==> config.mk <==
export PLATFORM = sky130hd
export DESIGN_NAME = pcileech_com_txarb
export DESIGN_NICKNAME = d
export VERILOG_FILES = /design/src/rtl/pcileech_com_txarb.sv
export SDC_FILE = /design/constraint.sdc
export NUM_CORES = 1
export LEC_CHECK = 0
export CORE_MARGIN = 5
export CORE_UTILIZATION = 35
export CTS_CLUSTER_DIAMETER = 40
export DETAILED_ROUTE_END_ITERATION = 16
export MAX_ROUTING_LAYER = met4
export PLACE_DENSITY = 0.75
export SLEW_MARGIN = 20
export SYNTH_ARGS = -nofsm -noshare
export SYNTH_HDL_FRONTEND = slang
export SYNTH_SLANG_ARGS = --single-unit
export TNS_END_PERCENT = 20
==> constraint.sdc <==
create_clock -name clk -period 3.5 [get_ports clk]
set_clock_uncertainty 0.2 [all_clocks]
set_input_delay 0.35 -clock clk [delete_from_list [all_inputs] [get_ports clk]]
set_output_delay 0.35 -clock clk [all_outputs]
set_load 0.01 [all_outputs]
==> src/rtl/pcileech_com_txarb.sv <==
// pcileech_com_txarb: multi-requester TX arbiter feeding the com TX buffer.
// Arbitration is round-robin and happens in IDLE. A grant is held for a whole
// packet, which ends at req_last or at MAX_BURST words; the burst limit sets a
// sticky overrun error. Output words are registered, so each word appears one
// cycle after it is accepted.
// Optional build macro: COM_TXARB_PRIO0_EN gives requester 0 strict priority
// in IDLE arbitration. When it is undefined, all requesters are round-robin.
module pcileech_com_txarb #(
  parameter int NUM_REQ   = 3,
  parameter int MAX_BURST = 64,
  localparam int GW = $clog2(NUM_REQ),
  localparam int CW = $clog2(MAX_BURST)
) (
  input  logic                   clk,
  input  logic                   rst,
  input  logic [NUM_REQ-1:0]     req_valid,
  input  logic [32*NUM_REQ-1:0]  req_data,
  input  logic [NUM_REQ-1:0]     req_last,
  output logic [NUM_REQ-1:0]     req_ready,
  output logic [31:0]            out_data,
  output logic                   out_wr_en,
  input  logic                   out_ready,
  output logic [GW-1:0]          grant_id,
  output logic                   busy,
  output logic                   err_overrun
);

  localparam logic [0:0] S_IDLE  = 1'b0;
  localparam logic [0:0] S_BURST = 1'b1;

  logic [0:0]    r_state;
  logic [GW-1:0] r_grant_id;
  logic [CW-1:0] r_cnt;
  logic [31:0]   r_out_data;
  logic          r_out_wr_en;
  logic          r_err;

  logic [GW-1:0] w_arb_id;
  logic          w_any_valid;
  logic          w_sel_valid;
  logic          w_sel_last;
  logic [31:0]   w_sel_data;
  logic          w_xfer;

  assign w_any_valid = |req_valid;
  assign w_sel_valid = req_valid[r_grant_id];
  assign w_sel_last  = req_last[r_grant_id];
  assign w_sel_data  = req_data[32*r_grant_id +: 32];
  assign w_xfer      = (r_state == S_BURST) && w_sel_valid && out_ready;

  // Round-robin pick: first valid requester after the last grant.
  always_comb begin
    // NOTE: every variable gets a default before any conditional update, so
    // no path leaves it unassigned and no latch is inferred.
    w_arb_id = r_grant_id;
    for (int k = NUM_REQ; k >= 1; k--) begin
      // Scanning from the far end lets the nearest valid requester win last.
      int idx;
      idx = (int'(r_grant_id) + k) % NUM_REQ;
      if (req_valid[idx]) w_arb_id = GW'(idx);
    end
`ifdef COM_TXARB_PRIO0_EN
    if (req_valid[0]) w_arb_id = '0;
`endif
  end

  // Only the granted requester sees backpressure-driven ready during a burst.
  always_comb begin
    req_ready = '0;
    if (r_state == S_BURST) req_ready[r_grant_id] = out_ready;
  end

  // FSM, grant, burst counter, output register and sticky error.
  always_ff @(posedge clk) begin
    // NOTE: state is updated with non-blocking assignments so every register
    // samples pre-edge values, independent of statement order.
    if (rst) begin
      r_state     <= S_IDLE;
      r_grant_id  <= GW'(NUM_REQ - 1);
      r_cnt       <= '0;
      r_out_data  <= '0;
      r_out_wr_en <= 1'b0;
      r_err       <= 1'b0;
    end else begin
      r_out_wr_en <= 1'b0;
      case (r_state)
        S_IDLE: begin
          if (w_any_valid) begin
            r_grant_id <= w_arb_id;
            r_cnt      <= '0;
            r_state    <= S_BURST;
          end
        end
        S_BURST: begin
          if (w_xfer) begin
            r_out_data  <= w_sel_data;
            r_out_wr_en <= 1'b1;
            r_cnt       <= r_cnt + 1'b1;
            if (w_sel_last) begin
              r_state <= S_IDLE;
            end else if (r_cnt == CW'(MAX_BURST - 1)) begin
              // Burst limit reached without an end marker: drop the grant.
              r_err   <= 1'b1;
              r_state <= S_IDLE;
            end
          end
        end
        default: r_state <= S_IDLE;
      endcase
    end
  end

  assign out_data    = r_out_data;
  assign out_wr_en   = r_out_wr_en;
  assign grant_id    = r_grant_id;
  assign busy        = (r_state == S_BURST);
  assign err_overrun = r_err;

endmodule

==> results of run 1 <==
-- state kept, by name (all words and copies together) (netlist names) --
| register | cells |
|---|---|
| r_cnt | 6 |
| busy | 1 |
| out_wr_en | 1 |
| grant_id | 2 |
| err_overrun | 1 |
| out_data | 32 |
-- cell usage in the layout, fill, tap and decap left out, types with 6 or more instances in the layout --
cell type          n
clkdlybuf4s50_1  144
dfxtp_1           42
nor2_1            41
nor3_1            34
mux2_2            32
a221oi_1          22
a221oi_2          10
nand2_1            7
nand3_1            6
ha_1               6
-- power groups by stage --
stage	Clock, mW	Combinational [mW]	Sequential (mW)
6_report	0.312	0.541	0.560
5_1_grt	0.347	0.587	0.566
4_1_cts	0.322	0.544	0.561
3_5_place_dp	0	0.542	0.572
3_3_place_gp	0	0.535	0.569
2_1_floorplan	0	0.283	0.576
-- worst register-to-register path, stage by stage (launching register included) --
cell and delay (ps):
dfxtp_2 670, inv_1 180, ha_1 480, mux2i_1 220, o21ai_0 130, o41ai_2 490, a211oi_1 110, a31o_1 210
-- area by class of cell --
cell class              count  share of cell area
multi-input cells         203               0.368
repair buffers            150               0.366
flip-flops and latches     43               0.210
well taps                  99              0.0302
clock buffers               6              0.0177
inverters                   5             0.00458
clock inverters             2             0.00305
-- logic make-up (layout without fill, tap and decap cells) --
group           count (synthesis)  in the layout  share of synthesized area
flops                          43             43                      0.341
fa+ha+maj                       6              6                     0.0297
simple gates                  106            106                      0.196
xor+xnor                        3              3                     0.0104
mux                            37             37                      0.162
buf+inv                        31            163                     0.0644
compound gates                 51             51                      0.197
-- routing by layer --
metal / wire (um) / vias up / part of all wire
li1: - / 1285 / -
met3: 608 / 14 / 0.073
met4: 140 / 0 / 0.017
met5: 0 / - / 0
met1: 3410 / 1212 / 0.41
met2: 4140 / 96 / 0.50
-- stage by stage --
step / total power [mW] / hold slack, ps
2_1_floorplan: 0.858 / 265
3_3_place_gp: 1.10 / 265
3_5_place_dp: 1.11 / 259
4_1_cts: 1.43 / 277
5_1_grt: 1.50 / 292
6_report: 1.41 / 279
-- worst min-delay path by stage --
stage,to,slack [ps]
6_report,err_overrun,280
5_1_grt,err_overrun,290
4_1_cts,err_overrun,280
3_5_place_dp,err_overrun,260
3_3_place_gp,err_overrun,270
2_1_floorplan,r_cnt[1],260
==> flow_summary.ini, run 1 <==
[yosys]
netlist-cell-type-count = 41
synth_fp_nets = 388
post_synth.cell_area_avg_um2 = 9.12
synth_top_cell_by_area = dfxtp_1
synthDominantCellAreaShare = 0.341
synth.yosys.warnings = 0
synth-edff-count = 0
synth_seq_area_share = 0.341
syn-cell-area_um2 = 2530
synth_commonest_cells = dfxtp_1 (43), nor2_1 (41), nor3_1 (34), mux2_2 (32), a221oi_1 (22)
ys.flop_type = dfxtp_1
synth.area.top_cells = dfxtp_1 (34%), mux2_2 (14%), a221oi_1 (7.6%)
yosysMostFrequentCell = dfxtp_1
ys_async_sr_fraction = 0
synth_seq_cells = 43
synthCells = 277

[global_routing]
met3_usage = 0.0454
busiest_layer = met2
grt_max_degree = 35
overflow = 0
gr-usage-met1 = 0.204
track_usage = 0.184
antenna_found_initial = 0
grt_pass1_vias = 2658
use_met2 = 0.324
grt_pass1_wl_um = 12700

[finish]
area_growth_pct = 62.3
multiInputGateArea_um2 = 1510
fin_nets = 519
antenna_cells = 0
fillerInstances = 666
regArea_um2 = 862
design_area_um2 = 4100
drive_above_1_share = 0.152
final_cells = 508
utilization = 0.574

[worst_setup_path]
timing_worst_setup_path_type = register to output port
worstPathMaxFanout = 34
critPathBufInv = 3
crit_start = grant_id[1]
path_cells = inv_1 -> buf_4 -> ha_1 -> and3_1 -> clkdlybuf4s50_1
cp-start-kind = register
cp.required_ps = 2950
cp_slowest_cell = clkdlybuf4s50_1
endpoint_kind = output port
endpoint = req_ready[1]
reg2reg_to = grant_id[0]
ff2ff_path_depth = 7
r2r_slack_ps = 720
r2r_start = grant_id[0]
critPathArrivalTime_ps = 2340
slowest_delay_ps = 530
cp.depth = 5
cp_top_family = buffers and inverters

[clock_network]
cts_tree = built
clock_path_buffers = 2
h-tree-depth = 2
cts_root_buffer = clkbuf_8
clkSlewWorstSetupHoldPaths_ps = 80
cts.sinks = 43
ctsResizeCount = 0
cts_hold_buf = 0
worstSkewPairLatency_ps = 290
cts_setup_buffers = 0
cts_buffers = 5

[die]
core_area_um2 = 7140
initial_core_util = 0.354
rows = 31
floorplan.die.width_um = 95.0
die-area_um2 = 9020
ioPinCount = 145
dieHeight_um = 95.0

[worst_hold_path]
worstHoldStart = err_overrun
whs_path_depth = 1
hold_path.class = register to register

[power]
power_leakage_nw = 1.45
p_sw_mw = 0.456
combPwrFrac = 0.383
power.density_nw_per_um2 = 345
p_clk_frac = 0.221
seqPwrFrac = 0.396
swShare = 0.322
p_int_mw = 0.957
vdd_drop_max_uv = 230

[place]
routabilityCongestion = 0.845
place_area_um2 = 4010
port_buffers = 144
hpwlAfterDp_um = 6150
post-place-ws_ps = 749
numPlacedInstances = 500

[drt]
drt_iter0_drc = 62
routed_wl_um = 8300
drcViolationCount = 0
post_drt_wl_per_cell_um = 16.3
via_per_inst = 5.13
ant_nets = 0
vias = 2607
drt-pass1-iter-count = 4

[timing]
finalHoldViolations = 0
period_needed_ps = 2890
finalCritPeriodShare = 0.826
maxSlewViolCount = 0
fmax_ghz = 0.346
fin_ws_ps = 611
final-setup-viol-count = 0
maxSlewHeadroom = 0.564
setup_tns_ps = 0
rsz0062_at_grt = no
worst_slew_pin_slew_ps = 652

[flow_run]
drv_cap = 0

[status]
outcome = finished, final reports clean
(Power assumes the default switching activity.)
==> run 2: changes to the inputs <==
- clock period: 3.5 -> 2.8 ns (I/O delays scaled with it)
==> run 2 against run 1 <==
Via count up 2.0%; die area unchanged; combinational power up 30%; sequential share of layout area down 0.19 points; sequential cell count unchanged.
==> flow_summary.ini, run 2 (synthesized netlist as in run 1, its figures left out) <==
[status]
outcome = finished, final reports clean

[clock_network]
worstSkewPairLatency_ps = 290
cts_root_buffer = clkbuf_8
cts_tree = built
h-tree-depth = 2
cts.sinks = 43
clock_path_buffers = 2
ctsResizeCount = 0
cts_setup_buffers = 0
cts_hold_buf = 0
cts_buffers = 5
clkSlewWorstSetupHoldPaths_ps = 90

[worst_setup_path]
path_cells = inv_1 -> buf_4 -> ha_1 -> and3_1 -> clkdlybuf4s50_1
ff2ff_path_depth = 8
slowest_delay_ps = 540
endpoint_kind = output port
cp_top_family = buffers and inverters
cp-start-kind = register
cp_slowest_cell = clkdlybuf4s50_1
r2r_slack_ps = 400
worstPathMaxFanout = 20
critPathBufInv = 3
cp.required_ps = 2320
reg2reg_to = grant_id[0]
r2r_start = grant_id[1]
critPathArrivalTime_ps = 2060
timing_worst_setup_path_type = register to output port

[global_routing]
overflow = 0
track_usage = 0.187
grt_pass1_wl_um = 12900
grt_max_degree = 34
grt_pass1_vias = 2659
antenna_found_initial = 0

[die]
die-area_um2 = 9020
dieHeight_um = 95.0
initial_core_util = 0.354
floorplan.die.width_um = 95.0
core_area_um2 = 7140
rows = 31
ioPinCount = 145

[power]
swShare = 0.320
p_int_mw = 1.21
combPwrFrac = 0.395
p_sw_mw = 0.569
vdd_drop_max_uv = 205
power.density_nw_per_um2 = 430
seqPwrFrac = 0.385
power_leakage_nw = 1.48
p_clk_frac = 0.221

[worst_hold_path]
worstHoldStart = err_overrun
hold_path.class = register to register
min_to = err_overrun
whs_path_depth = 1

[drt]
via_per_inst = 5.19
drcViolationCount = 0
post_drt_wl_per_cell_um = 16.1
vias = 2660
drt_iter0_drc = 79
drt-pass1-iter-count = 4
ant_nets = 0
routed_wl_um = 8280

[finish]
regArea_um2 = 862
drive_above_1_share = 0.162
final_common_cell = clkdlybuf4s50_1
fin_nets = 524
antenna_cells = 0
area_growth_pct = 63.7
design_area_um2 = 4140
utilization = 0.580
fillerInstances = 669
multiInputGateArea_um2 = 1510
layout_common_cells = clkdlybuf4s50_1 (144), dfxtp_1 (42), nor2_1 (41)
largest_reg_flops = 32

[flow_run]
drv_cap = 0

[place]
hpwlAfterDp_um = 6350
port_buffers = 144
post-place-ws_ps = 311
routabilityCongestion = 0.771
place_area_um2 = 4050

[timing]
final-setup-viol-count = 0
period_needed_ps = 2540
fmax_ghz = 0.394
finalHoldViolations = 0
maxSlewHeadroom = 0.718
finalCritPeriodShare = 0.907
hold-worst-slack_ps = 285
worst_slew_pin_slew_ps = 422
fin_ws_ps = 260
maxSlewViolCount = 0
rsz0062_at_grt = no
setup_tns_ps = 0
==> run 2: changes by cell type in the layout (fill, tap and decap cells not counted) <==
cell / change
buf_4: +5
==> run 2: worst max-delay path by stage <==
| stage | from | to | slack, ps | cells after the start |
|---|---|---|---|---|
| floorplan | grant_id[0] | grant_id[0] | 30 | 10 |
| global placement | req_valid[1] | r_cnt[3] | 340 | 7 |
| detailed placement | req_valid[1] | r_cnt[3] | 310 | 7 |
| CTS | grant_id[1] | req_ready[1] | 230 | 5 |
| global route | grant_id[1] | req_ready[1] | 150 | 5 |
| finish | grant_id[1] | req_ready[1] | 260 | 5 |
==> run 2: worst register-to-register path: stages, from the launching register on <==
cell	delay, ps
dfxtp_1	310
inv_1	100
buf_4	280
ha_1	340
mux2i_1	210
nor2b_1	90
o41ai_2	470
a211oi_1	100
a31o_1	200
==> run 2: power by group through the flow <==
stage	Sequential (mW)	Combinational, mW	Clock, mW
after floorplan	0.719	0.354	0
after global placement	0.696	0.694	0
after detailed placement	0.698	0.707	0
after CTS	0.684	0.710	0.402
after global routing	0.690	0.770	0.426
final	0.684	0.702	0.392
==> run 2: final cells by class <==
| cell class | instances | share of cell area |
|---|---|---|
| clock inverter | 2 | 0.00302 |
| tap | 99 | 0.0299 |
| inverter | 5 | 0.00454 |
| clock buffer | 6 | 0.0175 |
| timing repair buffer | 155 | 0.371 |
| sequential | 43 | 0.208 |
| multi-input combinational | 203 | 0.365 |
==> run 2: per-layer routing <==
metal	up-vias	GRT usage	wire length (um)
met5	-	-	0
met4	0	0.0505	152
met3	13	0.0438	594
met2	90	0.330	4290
met1	1258	0.210	3240
li1	1299	-	-
==> run 2: stage by stage <==
| stage | power (mW) | instances |
|---|---|---|
| floorplan | 1.07 | 277 |
| global placement | 1.39 | 505 |
| detailed placement | 1.40 | 505 |
| CTS | 1.80 | 513 |
| global route | 1.89 | 513 |
| finish | 1.78 | 513 |
==> run 3: changes to the inputs <==
- PLACE_DENSITY: 0.75 -> 0.76
==> run 3 against run 2 <==
Sequential power is essentially flat; fmax grew 2.1%; non-clock buffer count stayed put; critical path type unchanged; highest routed layer unchanged.
==> flow_summary.ini, run 3 (synthesized netlist as in run 1, its figures left out) <==
[status]
outcome = finished, final reports clean

[drt]
ant_nets = 0
post_drt_wl_per_cell_um = 16.4
drt-pass1-iter-count = 4
vias = 2651
drcViolationCount = 0
drt_iter0_drc = 103
via_per_inst = 5.17
routed_wl_um = 8390

[die]
initial_core_util = 0.354
dieHeight_um = 95.0
core_area_um2 = 7140
floorplan.die.width_um = 95.0
die-area_um2 = 9020
rows = 31
ioPinCount = 145

[power]
power_leakage_nw = 1.47
vdd_drop_max_uv = 227
power.density_nw_per_um2 = 432

[global_routing]
grt_pass1_vias = 2581
antenna_found_initial = 0
grt_pass1_wl_um = 12600
grt_max_degree = 33
track_usage = 0.181
overflow = 0

[finish]
layout_common_cells = clkdlybuf4s50_1 (144), dfxtp_1 (42), nor2_1 (41)
fillerInstances = 674
area_growth_pct = 63.2
design_area_um2 = 4120
antenna_cells = 0
drive_above_1_share = 0.162
fin_nets = 524
final_common_cell = clkdlybuf4s50_1
largest_reg_flops = 32

[worst_setup_path]
critPathArrivalTime_ps = 2010
r2r_start = grant_id[0]
endpoint_kind = output port
worstPathMaxFanout = 24
timing_worst_setup_path_type = register to output port
ff2ff_path_depth = 7
reg2reg_to = grant_id[0]
r2r_slack_ps = 430
cp-start-kind = register
cp.required_ps = 2320

[timing]
final-setup-viol-count = 0
worst_slew_pin_slew_ps = 441
rsz0062_at_grt = no
setup_tns_ps = 0
maxSlewViolCount = 0
maxSlewHeadroom = 0.703
finalHoldViolations = 0
fmax_ghz = 0.402
finalCritPeriodShare = 0.888
period_needed_ps = 2490

[worst_hold_path]
hold_path.class = register to register
whs_path_depth = 1
min_to = err_overrun
worstHoldStart = err_overrun

[clock_network]
cts_buffers = 5
cts_setup_buffers = 0
cts_hold_buf = 0
worstSkewPairLatency_ps = 290
clkSlewWorstSetupHoldPaths_ps = 80
ctsResizeCount = 0
h-tree-depth = 2
cts_tree = built
cts.sinks = 43
clock_path_buffers = 2
cts_root_buffer = clkbuf_8

[place]
routabilityCongestion = 0.865
hpwlAfterDp_um = 6430
port_buffers = 144
place_area_um2 = 4040

[flow_run]
drv_cap = 0
## run 3: cell counts in the layout (fill, tap and decap cells not counted)
No cell type changed its count.
## run 3: area by class of cell
class	instances	area, um^2	share of cell area
well taps	99	124	0.0300
clock buffers	6	72.6	0.0176
repair buffers	155	1520	0.370
flip-flops and latches	43	862	0.209
inverters	5	18.8	0.00455
clock inverters	2	12.5	0.00303
multi-input cells	203	1510	0.366
## run 3: worst max path at each step
stage                 start  slack (ps)      endpoint  depth (start not counted)
4_1_cts         grant_id[0]         290  req_ready[1]                          4
5_1_grt         grant_id[0]         200  req_ready[1]                          4
2_1_floorplan   grant_id[0]          30   grant_id[0]                         10
3_3_place_gp   req_valid[0]         530      r_cnt[3]                          7
3_5_place_dp    grant_id[0]         440   grant_id[0]                          7
6_report        grant_id[0]         310  req_ready[1]                          4
## run 3: through the flow
step	instances	utilization	power [mW]	setup slack (ps)	hold WS (ps)
floorplan	277	-	1.07	25.7	240
global placement	505	0.566	1.39	528	254
detailed placement	505	0.566	1.41	443	259
CTS	513	0.578	1.80	289	275
global route	513	0.578	1.88	197	290
finish	513	0.578	1.78	312	273
## run 3: layer usage
layer / routed length (um) / vias up / share of wire / track usage
li1: - / 1298 / - / -
met1: 3440 / 1264 / 0.41 / 0.216
met2: 4260 / 82 / 0.51 / 0.313
met3: 618 / 7 / 0.074 / 0.0406
met4: 76 / 0 / 0.0091 / 0.0361
met5: 0 / - / 0 / -
## run 3: worst max-delay path: stages, from the launching register on
cell and delay, ps:
dfxtp_2 350, buf_4 310, ha_1 320, and3_1 190, clkdlybuf4s50_1 540
## run 3: report_power, final
part	internal [mW]	switching, mW	total [mW]
combinational	0.376	0.330	0.705
sequential	0.657	0.0248	0.682
clock	0.175	0.219	0.394
==> RTL change 1, RTL diff (flow settings as in run 2) <==
Change the parameter `MAX_BURST` from 64 to 128.
--- a/src/rtl/pcileech_com_txarb.sv
+++ b/src/rtl/pcileech_com_txarb.sv
@@ -7,7 +7,7 @@
 // in IDLE arbitration. When it is undefined, all requesters are round-robin.
 module pcileech_com_txarb #(
   parameter int NUM_REQ   = 3,
-  parameter int MAX_BURST = 64,
+  parameter int MAX_BURST = 128,
   localparam int GW = $clog2(NUM_REQ),
   localparam int CW = $clog2(MAX_BURST)
 ) (
Formal check against the unedited RTL: same outputs for any inputs over 4 cycles, from zero or initial values and one cycle with rst high; that may be too few to reach the edited logic, so the function may still have changed.
==> RTL change 1 against run 2 <==
- register-to-register slack lost 0.05 ns
- final area grew 5.2%
- die area grew 7.3%
- area after synthesis grew 8.2%
- sequential cell count grew 1
- worst setup slack lost 0.069 ns
- routed wire length grew 5.8%
- worst hold slack gained 0.0099 ns
- sequential power grew 4.5%
- total power grew 18%
- critical endpoint unchanged
- largest power group unchanged
- highest routed layer unchanged
==> RTL change 1: results <==
metrics = {
    "synth": {
        "syn-num-nets": 390,
        "synth.yosys.seq_area_share": 0.322,
        "synthTopCellsByCount": "46 x nor2_1, 44 x dfxtp_1, 34 x mux2_2",
        "dominantRegCellSynth": "dfxtp_1",
        "syn_inst": 279,
        "synthTopCellsByArea": "dfxtp_1 32%, mux2_2 14%, a221oi_2 10%",
        "synthDistinctLibCells": 42,
        "ys.warnings.count": 0,
    },
    "run_status": {
        "result_of_the_run": "finished, final reports clean",
    },
    "detailed_routing": {
        "routed_via_density": 5.17,
        "vias_post_dr": 2685,
        "post_drt_wl_per_cell_um": 16.9,
        "drt-initial-drc-count": 76,
    },
    "worst_setup_path": {
        "worstRegToRegCells": 7,
        "critical_path_arrival_ns": 2.13,
        "worstPathMaxFanout": 25,
        "worst_path_largest_cell_delay_ns": 0.56,
    },
    "place": {
        "dp_hpwl_um": 6670,
        "dp_worst_slack_ns": 0.305,
        "placed_cell_area_um2": 4230,
        "globalplace.congestion": 0.899,
        "dp.cells": 511,
    },
    "global_routing": {
        "met1_usage": 0.217,
        "grt_start_max_net_pins": 34,
        "first_pass_grt_wire_length_um": 14100,
        "global_route.usage.total": 0.183,
        "use_met3": 0.0507,
        "globalRouteMet2Util": 0.314,
    },
    "pwr": {
        "vdd_drop_max_uv": 222,
        "static_leak_nw": 1.53,
    },
    "sta": {
        "slew-limit-headroom": 0.632,
    },
    "layout": {
        "filler_cell_count": 693,
        "layout.nets": 527,
        "finish.instance_area_um2": 4350,
        "post_route_cells_drive_above_1_share": 0.240,
    },
    "clock_tree": {
        "numCtsBuffers": 5,
    },
    "min_path": {
        "hold_depth": 2,
    },
}
==> RTL change 1: cell count changes after synthesis, sizes merged, moves of 3 or more <==
cell | before | now
mux2 | 32 | 35
xor2 | 3 | 0
and2 | 3 | 0
xnor2 | 0 | 3
clkbuf | 15 | 12
nor2 | 41 | 47
==> RTL change 1: worst min-delay path, delay by kind of cell (launching register included) <==
kind / cells / cell delay, ns
compound gates: 1 / 0.05
simple gates: 1 / 0.07
flops: 1 / 0.34
==> RTL change 1: area by class of cell <==
type | instances | area share
inverters | 7 | 0.00604
clock buffers | 6 | 0.0190
clock inverters | 2 | 0.00892
well taps | 102 | 0.0293
repair buffers | 153 | 0.346
multi-input cells | 205 | 0.388
flip-flops and latches | 44 | 0.203
==> RTL change 1: metrics by stage <==
stage / power, mW / hold slack, ns
after floorplan: 1.24 / 0.214
after global placement: 1.59 / 0.279
after detailed placement: 1.60 / 0.266
after CTS: 2.13 / 0.301
after global routing: 2.23 / 0.307
final: 2.10 / 0.294
==> RTL change 1: worst paths after layout <==
kind	slack (ns)	startpoint	end
setup / recovery	0.19	grant_id[0]	req_ready[1]
hold / removal	0.29	err_overrun	err_overrun
setup reg to reg	0.35	grant_id[0]	out_data[5]
hold reg to reg	0.29	err_overrun	err_overrun
==> RTL change 1: where the power goes <==
part / switching [mW] / total [mW] / internal [mW]
Clock: 0.227 / 0.519 / 0.292
Combinational: 0.432 / 0.864 / 0.432
Sequential: 0.0370 / 0.715 / 0.678
Total: 0.696 / 2.10 / 1.40
==> RTL change 1: per-layer routing <==
layer	up-vias	part of all wire	wire length (um)
met5	-	0	0
met1	1269	0.43	3770
met4	0	0.0063	55
met3	7	0.066	574
met2	95	0.50	4350
li1	1314	-	-
==> RTL change 1: cell families after synthesis <==
| family | after synthesis | share of synthesized area |
|---|---|---|
| compound gates | 52 | 0.209 |
| xor+xnor | 3 | 0.00962 |
| fa+ha+maj | 6 | 0.0275 |
| buf+inv | 30 | 0.0623 |
| flops | 44 | 0.322 |
| mux | 38 | 0.157 |
| simple gates | 106 | 0.212 |
==> RTL change 2, RTL diff (settings of run 2) <==
Without the edit above. Reset style: asynchronous (`rst`), changed in one clocked block.
--- a/src/rtl/pcileech_com_txarb.sv
+++ b/src/rtl/pcileech_com_txarb.sv
@@ -71,7 +71,7 @@
   end
 
   // FSM, grant, burst counter, output register and sticky error.
-  always_ff @(posedge clk) begin
+  always_ff @(posedge clk or posedge rst) begin
     // NOTE: state is updated with non-blocking assignments so every register
     // samples pre-edge values, independent of statement order.
     if (rst) begin
Function: differs if rst is asserted again (counterexample within 4 cycles, from zero or initial values and one cycle with rst high); with rst held inactive, the same outputs for 4 cycles.
==> RTL change 2 against run 2 <==
- final area grew 7.9%
- routed wire length rose by 2.5%
- worst setup slack worse by 0.010 ns
- register-to-register slack improved by 0.03 ns
- first-iteration DRC count grew 19%
- area after synthesis is 10% higher
- highest routed layer unchanged
- sequential cell count unchanged
Power is not compared: it rests on default switching activity, and its combinational part moved more than twofold at a synthesized area within 25%.
==> RTL change 2: results <==
metrics = {
    "clock_tree": {
        "cts.root.buffer_cell": "clkbuf_8",
        "cts.repair_timing.setup_buffer_count": 0,
    },
    "worst_setup_path": {
        "worst_path_largest_cell_delay_ns": 0.56,
        "crit_start": "grant_id[1]",
        "r2r_end": "grant_id[1]",
        "worstPathMaxFanout": 35,
        "worstRegToRegCells": 6,
        "crit_path_end": "req_ready[2]",
        "r2r_slack_ns": 0.43,
    },
    "place": {
        "dp.cells": 504,
        "dp_worst_slack_ns": 0.263,
        "globalplace.congestion": 0.925,
        "dp_hpwl_um": 6540,
    },
    "detailed_routing": {
        "wl_um": 8490,
        "detailroute.wirelength.met3_um": 560,
        "drt-initial-drc-count": 94,
        "wl_met1_um": 3590,
        "post_drt_wl_per_cell_um": 16.6,
    },
    "global_routing": {
        "global_route.usage.total": 0.176,
        "globalRouteMet2Util": 0.300,
        "first_pass_grt_wire_length_um": 13700,
        "met1_usage": 0.210,
        "grt_start_max_net_pins": 44,
        "use_met3": 0.0372,
        "via_count_of_the_first_global_routing_pass": 2732,
    },
    "layout": {
        "filler_cell_count": 670,
        "post_route_cells_drive_above_1_share": 0.144,
    },
    "synth": {
        "asyncSetResetFlopFracSynth": 1.00,
        "synthTopCellsByCount": "42 x dfrtp_1, 39 x o21ai_0, 37 x nand2_1",
        "syn-num-nets": 378,
        "synth.yosys.seq_area_share": 0.387,
        "syn-mean-instance-area_um2": 10.4,
        "dominantRegCellSynth": "dfrtp_1",
        "synthTopCellsByArea": "dfrtp_1 38%, mux2_4 15%, mux2i_1 12%",
    },
    "sta": {
        "max_clock_freq_ghz": 0.392,
        "fin_worst_hold_slack_ns": 0.135,
        "max_slew.worst_pin.slew_ns": 0.598,
    },
    "run_status": {
        "result_of_the_run": "finished, final reports clean",
    },
    "min_path": {
        "min_path_type": "input port to asynchronous set/reset pin",
    },
    "pwr": {
        "total_power_mw": 4.01,
    },
}
RTL change 2: cell types whose count changed after synthesis, moves of 4 or more:
cell,run 2,this run
a221oi_1,22,1
a221oi_2,10,0
dfrtp_1,0,42
dfxtp_1,43,0
inv_1,5,10
mux2_2,32,7
mux2_4,0,28
mux2i_1,5,33
nand2_1,7,37
nand3_1,6,2
nor2_1,41,5
nor3_1,34,4
o21ai_0,2,39
RTL change 2: layout make-up:
| cell class | instances | area (um^2) | share of cell area |
|---|---|---|---|
| Sequential cell | 43 | 1080 | 0.242 |
| Multi-Input combinational cell | 196 | 1570 | 0.352 |
| Tap cell | 102 | 128 | 0.0286 |
| Timing Repair Buffer | 152 | 1530 | 0.342 |
| Clock buffer | 6 | 82.6 | 0.0185 |
| Inverter | 11 | 43.8 | 0.00981 |
| Clock inverter | 2 | 35.0 | 0.00785 |
RTL change 2: worst max-delay path: cells and delay by family, from the launching register on:
| family | cells | cell delay [ns] |
|---|---|---|
| adders and majority gates | 1 | 0.21 |
| buffers and inverters | 2 | 0.88 |
| DFF | 1 | 0.55 |
| and+or+nand+nor | 1 | 0.14 |
RTL change 2: metrics by stage:
| step | util | cell area, um^2 |
|---|---|---|
| 2_1_floorplan | - | 2780 |
| 3_3_place_gp | 0.562 | 4350 |
| 3_5_place_dp | 0.562 | 4350 |
| 4_1_cts | 0.578 | 4460 |
| 5_1_grt | 0.578 | 4460 |
| 6_report | 0.578 | 4460 |
RTL change 2: cells by family (layout without fill, tap and decap cells):
group                      Yosys count  after routing  synth area share
muxes                               69             69             0.302
AOI/OAI and AO/OA                   62             62             0.141
buffers and inverters               28            171            0.0499
DFF                                 43             43             0.387
adders and majority gates            6              6            0.0270
and+or+nand+nor                     59             59            0.0931
